## config.mk

```make
export PLATFORM = sky130hd
export DESIGN_NAME = frame_rd
export DESIGN_NICKNAME = d
export VERILOG_FILES = /design/src/rtl/frame_pkg.sv /design/src/rtl/pix_skid.sv /design/src/rtl/frame_rd.sv
export SDC_FILE = /design/constraint.sdc
export NUM_CORES = 1
export LEC_CHECK = 0
export BUFFER_PORTS_ARGS = -buffer_cell sky130_fd_sc_hd__buf_2
export CORE_ASPECT_RATIO = 2
export CORE_UTILIZATION = 58
export DETAILED_ROUTE_END_ITERATION = 10
export PLACE_DENSITY_LB_ADDON = 0.15
export SLEW_MARGIN = 20
export SYNTH_ARGS = -nofsm -noshare
export SYNTH_HDL_FRONTEND = slang
export SYNTH_SLANG_ARGS = --single-unit
```

## constraint.sdc

```tcl
create_clock -name clk -period 6.2 [get_ports clk]
set_input_delay 0 -clock clk [delete_from_list [all_inputs] [get_ports clk]]
set_output_delay 0 -clock clk [all_outputs]
set_load 0.01 [all_outputs]
```

## src/rtl/frame_pkg.sv

```systemverilog
// frame_pkg: shared definitions for the frame replay reader.
// State encoding, default frame geometry and RGB8 -> RGB6 bit positions.
package frame_pkg;

  typedef enum logic [1:0] {
    ST_IDLE   = 2'd0,
    ST_REQ    = 2'd1,
    ST_STREAM = 2'd2,
    ST_DONE   = 2'd3
  } frame_state_t;

  localparam int unsigned FRAME_W_DEF = 240;
  localparam int unsigned FRAME_H_DEF = 160;

  // MSB of each colour byte in a FIFO word {8'b0, R8, G8, B8}; the top six
  // bits of every byte form the RGB6 pixel.
  localparam int unsigned R_MSB = 23;
  localparam int unsigned G_MSB = 15;
  localparam int unsigned B_MSB = 7;
  localparam int unsigned C6_W  = 6;
  localparam int unsigned PIX_W = 3 * C6_W;

endpackage

```

## src/rtl/pix_skid.sv

```systemverilog
// pix_skid: 2-entry valid/ready skid buffer with occupancy output.
// Entry 0 is always the head presented on rd_data; a simultaneous write and
// pop keeps the occupancy unchanged.
module pix_skid
  import frame_pkg::*;
#(
  parameter int unsigned DW = PIX_W
) (
  input  logic          clk,
  input  logic          resetn,
  input  logic          wr_en,
  input  logic [DW-1:0] wr_data,
  input  logic          rd_ready,
  output logic          rd_valid,
  output logic [DW-1:0] rd_data,
  output logic [1:0]    occ
);

  logic [DW-1:0] ent0;
  logic [DW-1:0] ent1;
  logic          pop;

  assign rd_valid = (occ != 2'd0);
  assign rd_data  = ent0;
  assign pop      = rd_valid && rd_ready;

  // Storage and occupancy update; a write with occupancy 2 cannot occur
  // because the reader never has more than two words outstanding.
  always_ff @(posedge clk or negedge resetn) begin
    if (!resetn) begin
      occ  <= '0;
      ent0 <= '0;
      ent1 <= '0;
    end else begin
      case (occ)
        2'd0: begin
          if (wr_en) begin
            ent0 <= wr_data;
            occ  <= 2'd1;
          end
        end
        2'd1: begin
          if (wr_en && pop) begin
            ent0 <= wr_data;
          end else if (wr_en) begin
            ent1 <= wr_data;
            occ  <= 2'd2;
          end else if (pop) begin
            occ  <= 2'd0;
          end
        end
        default: begin
          if (pop) begin
            ent0 <= ent1;
            if (wr_en) ent1 <= wr_data;
            else       occ  <= 2'd1;
          end
        end
      endcase
    end
  end

endmodule

```

## src/rtl/frame_rd.sv

```systemverilog
// frame_rd: replays one frame from the DDR read FIFO as RGB6 pixels with
// x/y coordinates over a valid/ready interface.
// Optional build macro FRAME_RD_UNDERFLOW_CNT_EN adds a saturating
// starvation-cycle counter on underflow_cnt; otherwise it reads as zero.
module frame_rd
  import frame_pkg::*;
#(
  parameter int unsigned FRAME_W = FRAME_W_DEF,
  parameter int unsigned FRAME_H = FRAME_H_DEF
) (
  input  logic        clk,
  input  logic        resetn,
  input  logic        playback_en,
  output logic        frame_req,
  input  logic [31:0] fifo_data_out,
  input  logic        fifo_empty,
  output logic        fifo_rd_en,
  output logic [17:0] pixel_data,
  output logic [7:0]  pixel_x,
  output logic [7:0]  pixel_y,
  output logic        pixel_valid,
  input  logic        pixel_ready,
  output logic        frame_done,
  output logic        underflow,
  output logic [15:0] underflow_cnt
);

  localparam int unsigned NPIX  = FRAME_W * FRAME_H;
  localparam int unsigned CNT_W = $clog2(NPIX + 1);

  frame_state_t     state;
  frame_state_t     state_nxt;
  logic [CNT_W-1:0] rd_cnt;
  logic             rd_inflight;
  logic [1:0]       skid_occ;
  logic [17:0]      wr_pix;
  logic             accept;
  logic             last_x;
  logic             last_pix;
  logic             starve;
  logic             unused_bits;

  assign wr_pix = {fifo_data_out[R_MSB -: C6_W],
                   fifo_data_out[G_MSB -: C6_W],
                   fifo_data_out[B_MSB -: C6_W]};
  assign unused_bits = &{1'b0, fifo_data_out[31:24], fifo_data_out[17:16],
                         fifo_data_out[9:8], fifo_data_out[1:0]};

  assign accept   = pixel_valid && pixel_ready;
  assign last_x   = (pixel_x == 8'(FRAME_W - 1));
  assign last_pix = last_x && (pixel_y == 8'(FRAME_H - 1));
  assign starve   = (state == ST_STREAM) && pixel_ready && !pixel_valid &&
                    fifo_empty && !rd_inflight;

  pix_skid #(
    .DW(PIX_W)
  ) u_skid (
    .clk     (clk),
    .resetn  (resetn),
    .wr_en   (rd_inflight),
    .wr_data (wr_pix),
    .rd_ready(pixel_ready),
    .rd_valid(pixel_valid),
    .rd_data (pixel_data),
    .occ     (skid_occ)
  );

  // State register.
  always_ff @(posedge clk or negedge resetn) begin
    if (!resetn) state <= ST_IDLE;
    else         state <= state_nxt;
  end

  // Next-state logic; playback_en is only sampled in IDLE and DONE so a
  // frame in progress always completes.
  always_comb begin
    state_nxt = state;
    case (state)
      ST_IDLE:   if (playback_en) state_nxt = ST_REQ;
      ST_REQ:    state_nxt = ST_STREAM;
      ST_STREAM: if (accept && last_pix) state_nxt = ST_DONE;
      default:   state_nxt = playback_en ? ST_REQ : ST_IDLE;
    endcase
  end

  // Outputs: request/done pulses and FIFO pop gating (at most two words
  // held in skid plus in flight, never past the end of the frame).
  always_comb begin
    frame_req  = (state == ST_REQ);
    frame_done = (state == ST_DONE);
    fifo_rd_en = (state == ST_STREAM) && !fifo_empty &&
                 (rd_cnt < CNT_W'(NPIX)) &&
                 ({1'b0, skid_occ} + {2'b00, rd_inflight} < 3'd2);
  end

  // Popped-word count and the one-cycle read-latency tracker.
  always_ff @(posedge clk or negedge resetn) begin
    if (!resetn) begin
      rd_cnt      <= '0;
      rd_inflight <= 1'b0;
    end else begin
      rd_inflight <= fifo_rd_en;
      if (state == ST_REQ)  rd_cnt <= '0;
      else if (fifo_rd_en)  rd_cnt <= rd_cnt + 1'b1;
    end
  end

  // Coordinates of the head pixel, advanced on every accept.
  always_ff @(posedge clk or negedge resetn) begin
    if (!resetn) begin
      pixel_x <= '0;
      pixel_y <= '0;
    end else if (state == ST_REQ) begin
      pixel_x <= '0;
      pixel_y <= '0;
    end else if (accept) begin
      if (last_x) begin
        pixel_x <= '0;
        pixel_y <= last_pix ? '0 : pixel_y + 8'd1;
      end else begin
        pixel_x <= pixel_x + 8'd1;
      end
    end
  end

  // Sticky per-frame starvation flag.
  always_ff @(posedge clk or negedge resetn) begin
    if (!resetn)              underflow <= 1'b0;
    else if (state == ST_REQ) underflow <= 1'b0;
    else if (starve)          underflow <= 1'b1;
  end

`ifdef FRAME_RD_UNDERFLOW_CNT_EN
  logic [15:0] ucnt;

  // Saturating count of starvation cycles in the current frame.
  always_ff @(posedge clk or negedge resetn) begin
    if (!resetn)                    ucnt <= '0;
    else if (state == ST_REQ)       ucnt <= '0;
    else if (starve && ucnt != '1)  ucnt <= ucnt + 16'd1;
  end

  assign underflow_cnt = ucnt;
`else
  assign underflow_cnt = '0;
`endif

endmodule

```

Yosys cells after proc, flatten, opt, wreduce, memory -nomap -nowiden
Index checks and enable logic that the tools add are counted.
- bits in registers: 74
- bits of input ports: 37
- output and inout port bits: 55
- add/sub/neg operators: 4
- $lt $le $gt $ge: 2
- eq/ne operators: 13
- muxes and demuxes: 30
- bitwise gates (word level): 1
- reductions and logical operators: 28
- operator list (kind ; number):
    18-bit two-way mux ; 6
    18-bit case mux with 2 select lines ; 2
    8-bit two-way mux ; 7
    16-bit two-way mux ; 2
    16-bit by 1-bit adder with 16-bit output, second input constant ; 1
    8-bit by 1-bit adder with 8-bit output, second input constant ; 2
    8-bit == test, second input constant ; 2
    16-bit less-than comparator, second input constant ; 1
    2-bit two-way mux ; 8
    2-bit nonzero test ; 6
    1-bit logical AND ; 11
    2-bit != test, second input constant ; 4
    2-bit case mux with 3 select lines ; 1
    3-bit AND reduction ; 2
    5-bit AND reduction ; 1
    2-bit by 1-bit == test with 1-bit output, second input constant ; 2
    2-bit == test, second input constant ; 2
    2-bit zero test ; 2
    2-bit case mux with 2 select lines ; 1
    2-bit AND reduction ; 2
    2-bit by 1-bit adder with 3-bit output ; 1
    1-bit zero test ; 3
    3-bit by 2-bit less-than comparator with 1-bit output, second input constant ; 1
    1-bit two-way mux ; 3
    other kinds (5) ; 5

Depth between registers and ports, before layout
- word-level depth: 7
- mapped depth: 7
- gate-level depth less buffers: 6

Cells and area by module
From an unflattened synthesis, not the netlist that was laid out.
- cells, all modules: 418
- area total of the unflattened synthesis: 4327.9 um^2
- by module, submodules not included (module ; instances ; cells each ; area an instance (um^2)):
    pix_skid ; 1 ; 197 ; 2198.4
    frame_rd ; 1 ; 221 ; 2129.5

Worst setup path after synthesis
No wires, ideal clock.
- path type: register to register
- start point: register pixel_x[0]
- end point: register state[0]
- library setup time: 126 ps
- arrival: 1829 ps
- path slack: 4245 ps
- cell stages (with the launch flop): 7
- buffers on the path: 1
- cell sequence: dfrtp_1 ha_1 o211ai_4 or3_4 buf_6 o21a_1 o32a_1
- cells in the longest elaborated chain, start to end: 5
- RTL lines (element ; line ; text):
    from (decl) ; frame_rd.sv:19 ; output logic [7:0] pixel_x,
    from (signal assigned) ; frame_rd.sv:121 ; pixel_x <= pixel_x + 8'd1;
    8-bit == test ; frame_rd.sv:50 ; assign last_x = (pixel_x == 8'(FRAME_W - 1));
    1-bit logical AND ; frame_rd.sv:51 ; assign last_pix = last_x && (pixel_y == 8'(FRAME_H - 1));
    1-bit logical AND ; frame_rd.sv:81 ; ST_STREAM: if (accept && last_pix) state_nxt = ST_DONE;
    2-bit != test (no line) ; -- ;
    2-bit AND reduction (no line) ; -- ;
    to (signal assigned) ; frame_rd.sv:71 ; else state <= state_nxt;
    to (decl) ; frame_rd.sv:31 ; frame_state_t state;
No other way between the ends.
A chain may end at the register's enable or synchronous reset.

Final worst setup path
- start point: register state[0]
- end point: register rd_cnt[10]
- cells in the longest elaborated chain, start to end: 5
- elaborated cells between the ends (all ways): 7
- those cells by class: eq/ne (2); mux (1); reduce/logical (4)
- RTL lines (element ; line ; text):
    2-bit == test ; frame_rd.sv:91 ; fifo_rd_en = (state == ST_STREAM) && !fifo_empty &&
    1-bit logical AND (2 in series) ; frame_rd.sv:91 ;
    1-bit logical AND ; frame_rd.sv:92 ; (rd_cnt < CNT_W'(NPIX)) &&
    2-bit nonzero test (no line) ; -- ;
    to (signal assigned) ; frame_rd.sv:104 ; else if (fifo_rd_en) rd_cnt <= rd_cnt + 1'b1;
    to (decl) ; frame_rd.sv:33 ; logic [CNT_W-1:0] rd_cnt;
Parallel ways exist; a longest one is shown, timed or not.

==> results.py <==
metrics = {
    "outcome": {
        "outcome": "finished, final reports clean",
    },
    "clock_network": {
        "root_buffer": "sky130_fd_sc_hd__clkbuf_16",
        "clk_path_buf_depth": 2,
        "tritoncts": "built",
        "clkSinkCount": 74,
        "cts_max_level": 3,
        "post_cts.repair.setup_buffers": 0,
        "tritoncts.num_buffers": 9,
        "cts.clk_slew.worst_paths_ns": 0.06,
        "clkLatencyLatePin_ns": 0.33,
    },
    "drt": {
        "via_count_normalized_by_instance_count": 5.69,
        "route.vias.total": 3042,
        "drt_pre_antenna_iters": 5,
        "detail_route.drc_violations": 0,
        "postRouteAntennaNets": 0,
        "drt-wirelength-per-cell_um": 15.5,
        "postRouteWirelength_um": 8280,
        "dr.first_iter.drc_count": 171,
    },
    "critical_path": {
        "critical_path_required_ns": 6.42,
        "critical-path-slowest-cell": "sky130_fd_sc_hd__nor4b_1",
        "critical_path.cell_chain": "inv_1 -> ha_1 -> nor3b_2 -> nand3_1 -> nor4b_1 -> mux2_2",
        "crit_type": "reg2reg",
        "critical-path-top-delay-family": "simple AND/OR/NAND/NOR gates",
        "critPathArrivalTime_ns": 2.51,
        "worst-r2r-cell-count": 6,
        "crit_path_max_fanout": 11,
        "slowest_delay_ns": 0.44,
        "startpoint_type": "flop",
        "worstPathBufferInverterCount": 1,
        "worst_setup_path_end_kind": "flop",
        "critical_path_depth": 6,
    },
    "sta": {
        "rsz0062_at_grt": "false",
        "report.final.setup_viol": 0,
        "hold_viol_final": 0,
        "final.period_utilization_pct": 37.0,
        "achievable-frequency_ghz": 0.436,
        "finalClockSkew_ns": 0.00548,
        "report.final.slew_viol_count": 0,
        "worst-slew-pin-transition_ns": 0.957,
        "max-slew-margin-rel_pct": 36.2,
        "fin_tns_setup_ns": 0,
        "min_period_ns": 2.29,
    },
    "logic_synthesis": {
        "synth_seq_cells": 74,
        "post_synth_inst_count": 368,
        "post-synth-top-area-cell": "sky130_fd_sc_hd__dfrtp_1",
        "netlist.area_leader.share_pct": 48.7,
        "synth_top_cells_by_area": "sky130_fd_sc_hd__dfrtp_1 (49%), sky130_fd_sc_hd__mux2_2 (7.4%), sky130_fd_sc_hd__mux2i_1 (5.3%)",
        "synth.distinct_cells": 51,
        "async_reset_ff_share_pct": 100,
        "synthesis.yosys.warnings": 0,
        "synth_enable_flop_cells": 0,
        "synth.yosys.seq_area_share_pct": 48.7,
        "syn_area_per_cell_um2": 10.3,
        "synth_flop_cell": "sky130_fd_sc_hd__dfrtp_1",
        "syn_area_um2": 3800,
    },
    "placed_design": {
        "gp_congestion": 0.784,
        "dpl.cell_count": 499,
        "port-buffer-count": 61,
        "detailedPlacementHpwl_um": 5100,
    },
    "pwr": {
        "static-leakage-power_nw": 2.05,
        "ir_worst_vdd_uv": 300,
        "power.density_nw_per_um2": 421,
        "total_power_mw": 1.94,
    },
    "global_route": {
        "total_routing_resource_utilization_after_global_routing_pct": 25.8,
        "global_route_overflow": 0,
        "grt_max_degree": 75,
        "antenna_found_initial": 0,
        "wire_length_of_the_first_global_routing_pass_um": 13500,
        "via_count_of_the_first_global_routing_pass": 2957,
    },
    "floorplanning": {
        "fp.coreArea_um2": 6310,
        "fp.dieH_um": 117,
        "fp.dieArea_um2": 6900,
        "die_w_um": 59.3,
        "placement_rows": 41,
        "io_pins": 92,
        "initial_core_util_pct": 60.3,
    },
    "worst_hold_path": {
        "hold_class": "in2reg",
        "hold_depth": 3,
    },
    "cells_and_area": {
        "drive_above_1_share_pct": 25.2,
        "layout_overhead_on_the_synthesized_area_pct": 21.1,
        "fin_cells": 535,
        "final_net_count": 488,
        "fillCellCount": 457,
        "antenna-diode-count": 0,
    },
    "flow_run": {
        "max_cap_violations": 0,
    },
}
path summary, 6_finish.rpt:
kind | startpoint | endpoint | slack, ns
worst max-delay path | state[0] | rd_cnt[10] | 3.91
worst min-delay path | playback_en | state[0] | 0.05
worst max register to register | state[0] | rd_cnt[10] | 3.91
worst min register to register | u_skid.ent1[14] | u_skid.ent1[14] | 0.51
max in group asynchronous | resetn | pixel_x[5] | 5.14
min in group asynchronous | resetn | pixel_y[6] | 0.41
layout by cell type, fill, tap and decap left out, types with 3 or more instances in the layout:
cell type and count:
sky130_fd_sc_hd__o31ai_1 9, sky130_fd_sc_hd__dfrtp_1 74, sky130_fd_sc_hd__mux2_2 25, sky130_fd_sc_hd__ha_1 7
sky130_fd_sc_hd__nor2_1 33, sky130_fd_sc_hd__inv_1 9, sky130_fd_sc_hd__a21oi_1 37, sky130_fd_sc_hd__buf_2 61
sky130_fd_sc_hd__buf_4 4, sky130_fd_sc_hd__or4_1 9, sky130_fd_sc_hd__nand4_1 9, sky130_fd_sc_hd__nor4_1 6
sky130_fd_sc_hd__o21ai_0 12, sky130_fd_sc_hd__nand3_1 9, sky130_fd_sc_hd__conb_1 16, sky130_fd_sc_hd__dlygate4sd3_1 20
sky130_fd_sc_hd__or3_1 4, sky130_fd_sc_hd__nor3_1 5, sky130_fd_sc_hd__clkbuf_16 9, sky130_fd_sc_hd__xor2_1 3
sky130_fd_sc_hd__nand2_1 18, sky130_fd_sc_hd__mux2i_1 20, sky130_fd_sc_hd__nor2b_1 8
logic make-up (layout without fill, tap and decap cells):
| group | Yosys count | after routing | share of synthesized area [%] |
|---|---|---|---|
| compound gates | 74 | 74 | 11.9 |
| xor+xnor | 5 | 5 | 1.15 |
| fa+ha+maj | 7 | 7 | 2.30 |
| buf+inv | 44 | 110 | 6.25 |
| flops | 74 | 74 | 48.7 |
| mux | 45 | 45 | 12.7 |
| other cells | 1 | 16 | 0.0986 |
| simple gates | 118 | 118 | 16.9 |
where the power goes:
| part | switching, mW | internal, mW | total (mW) | leakage, nW |
|---|---|---|---|---|
| Clock | 0.195 | 0.333 | 0.528 | 0.145 |
| Sequential | 0.136 | 0.652 | 0.788 | 0.899 |
| Combinational | 0.346 | 0.280 | 0.626 | 1.01 |
| Total | 0.677 | 1.26 | 1.94 | 2.05 |
worst min-delay path: stages:
cell                     delay [ns]
sky130_fd_sc_hd__buf_2         0.09
sky130_fd_sc_hd__mux2_2        0.14
sky130_fd_sc_hd__o32a_1        0.12
cell type report:
type	count	area [um2]	share of cell area, %
clock buffers	12	256	5.57
multi-input cells	265	1770	38.4
clock inverters	4	50.0	1.09
flip-flops and latches	74	1850	40.2
repair buffers	85	536	11.6
well taps	86	108	2.34
inverters	9	33.8	0.733
layer usage:
layer / vias up / part of all wire [%] / global-route usage (%)
met5: - / 0 / 0
met1: 1512 / 40 / 30.8
met2: 69 / 55 / 44.3
li1: 1452 / - / -
met3: 9 / 3.6 / 5.09
met4: 0 / 1.6 / 10.8
per-stage QoR:
stage	utilization [%]	setup slack [ns]	hold slack, ns	instance area [um2]
4_1_cts	73.0	3.92	0.0487	4600
3_5_place_dp	64.9	3.93	0.251	4100
2_1_floorplan	-	4.25	-0.296	3860
6_report	73.0	3.91	0.0511	4610
5_1_grt	73.0	3.74	0.0724	4610
3_3_place_gp	64.9	3.97	0.246	4100
what timing repair did:
action                                  in CTS  in global routing
endpoints found under the setup margin       0                  0
hold endpoints to repair                   108                  0
hold buffers                                20                  0
gates resized for setup                      0                  0
Yosys cell counts (2+ instances only):
cell type,instances
sky130_fd_sc_hd__a31oi_1,2
sky130_fd_sc_hd__a22oi_1,2
sky130_fd_sc_hd__xor2_1,3
sky130_fd_sc_hd__o31ai_1,9
sky130_fd_sc_hd__ha_1,7
sky130_fd_sc_hd__or3_1,4
sky130_fd_sc_hd__o21ai_0,12
sky130_fd_sc_hd__clkbuf_1,11
sky130_fd_sc_hd__or4_1,9
sky130_fd_sc_hd__buf_4,16
sky130_fd_sc_hd__nor2_1,33
sky130_fd_sc_hd__and3_1,2
sky130_fd_sc_hd__o21a_1,2
sky130_fd_sc_hd__inv_1,9
sky130_fd_sc_hd__nor3_1,5
sky130_fd_sc_hd__a31o_2,2
sky130_fd_sc_hd__nand2_1,18
sky130_fd_sc_hd__nand3b_1,2
sky130_fd_sc_hd__nand4_1,9
sky130_fd_sc_hd__dfrtp_1,74
sky130_fd_sc_hd__buf_2,4
sky130_fd_sc_hd__xnor2_1,2
sky130_fd_sc_hd__nand3_1,9
sky130_fd_sc_hd__and4_1,2
sky130_fd_sc_hd__mux2_2,25
sky130_fd_sc_hd__mux2i_1,20
sky130_fd_sc_hd__a21oi_1,37
sky130_fd_sc_hd__nor2b_1,8
sky130_fd_sc_hd__buf_1,3
sky130_fd_sc_hd__nor4_1,6
flip-flops by register name, indices dropped and copies added, names as in the netlist:
| name | count |
|---|---|
| state | 2 |
| u_skid.ent1 | 18 |
| rd_inflight | 1 |
| u_skid.occ | 2 |
| u_skid.rd_data | 18 |
| pixel_x | 8 |
| rd_cnt | 16 |
| pixel_y | 8 |
| underflow | 1 |
Note: power is estimated with default switching activity, not from simulation.
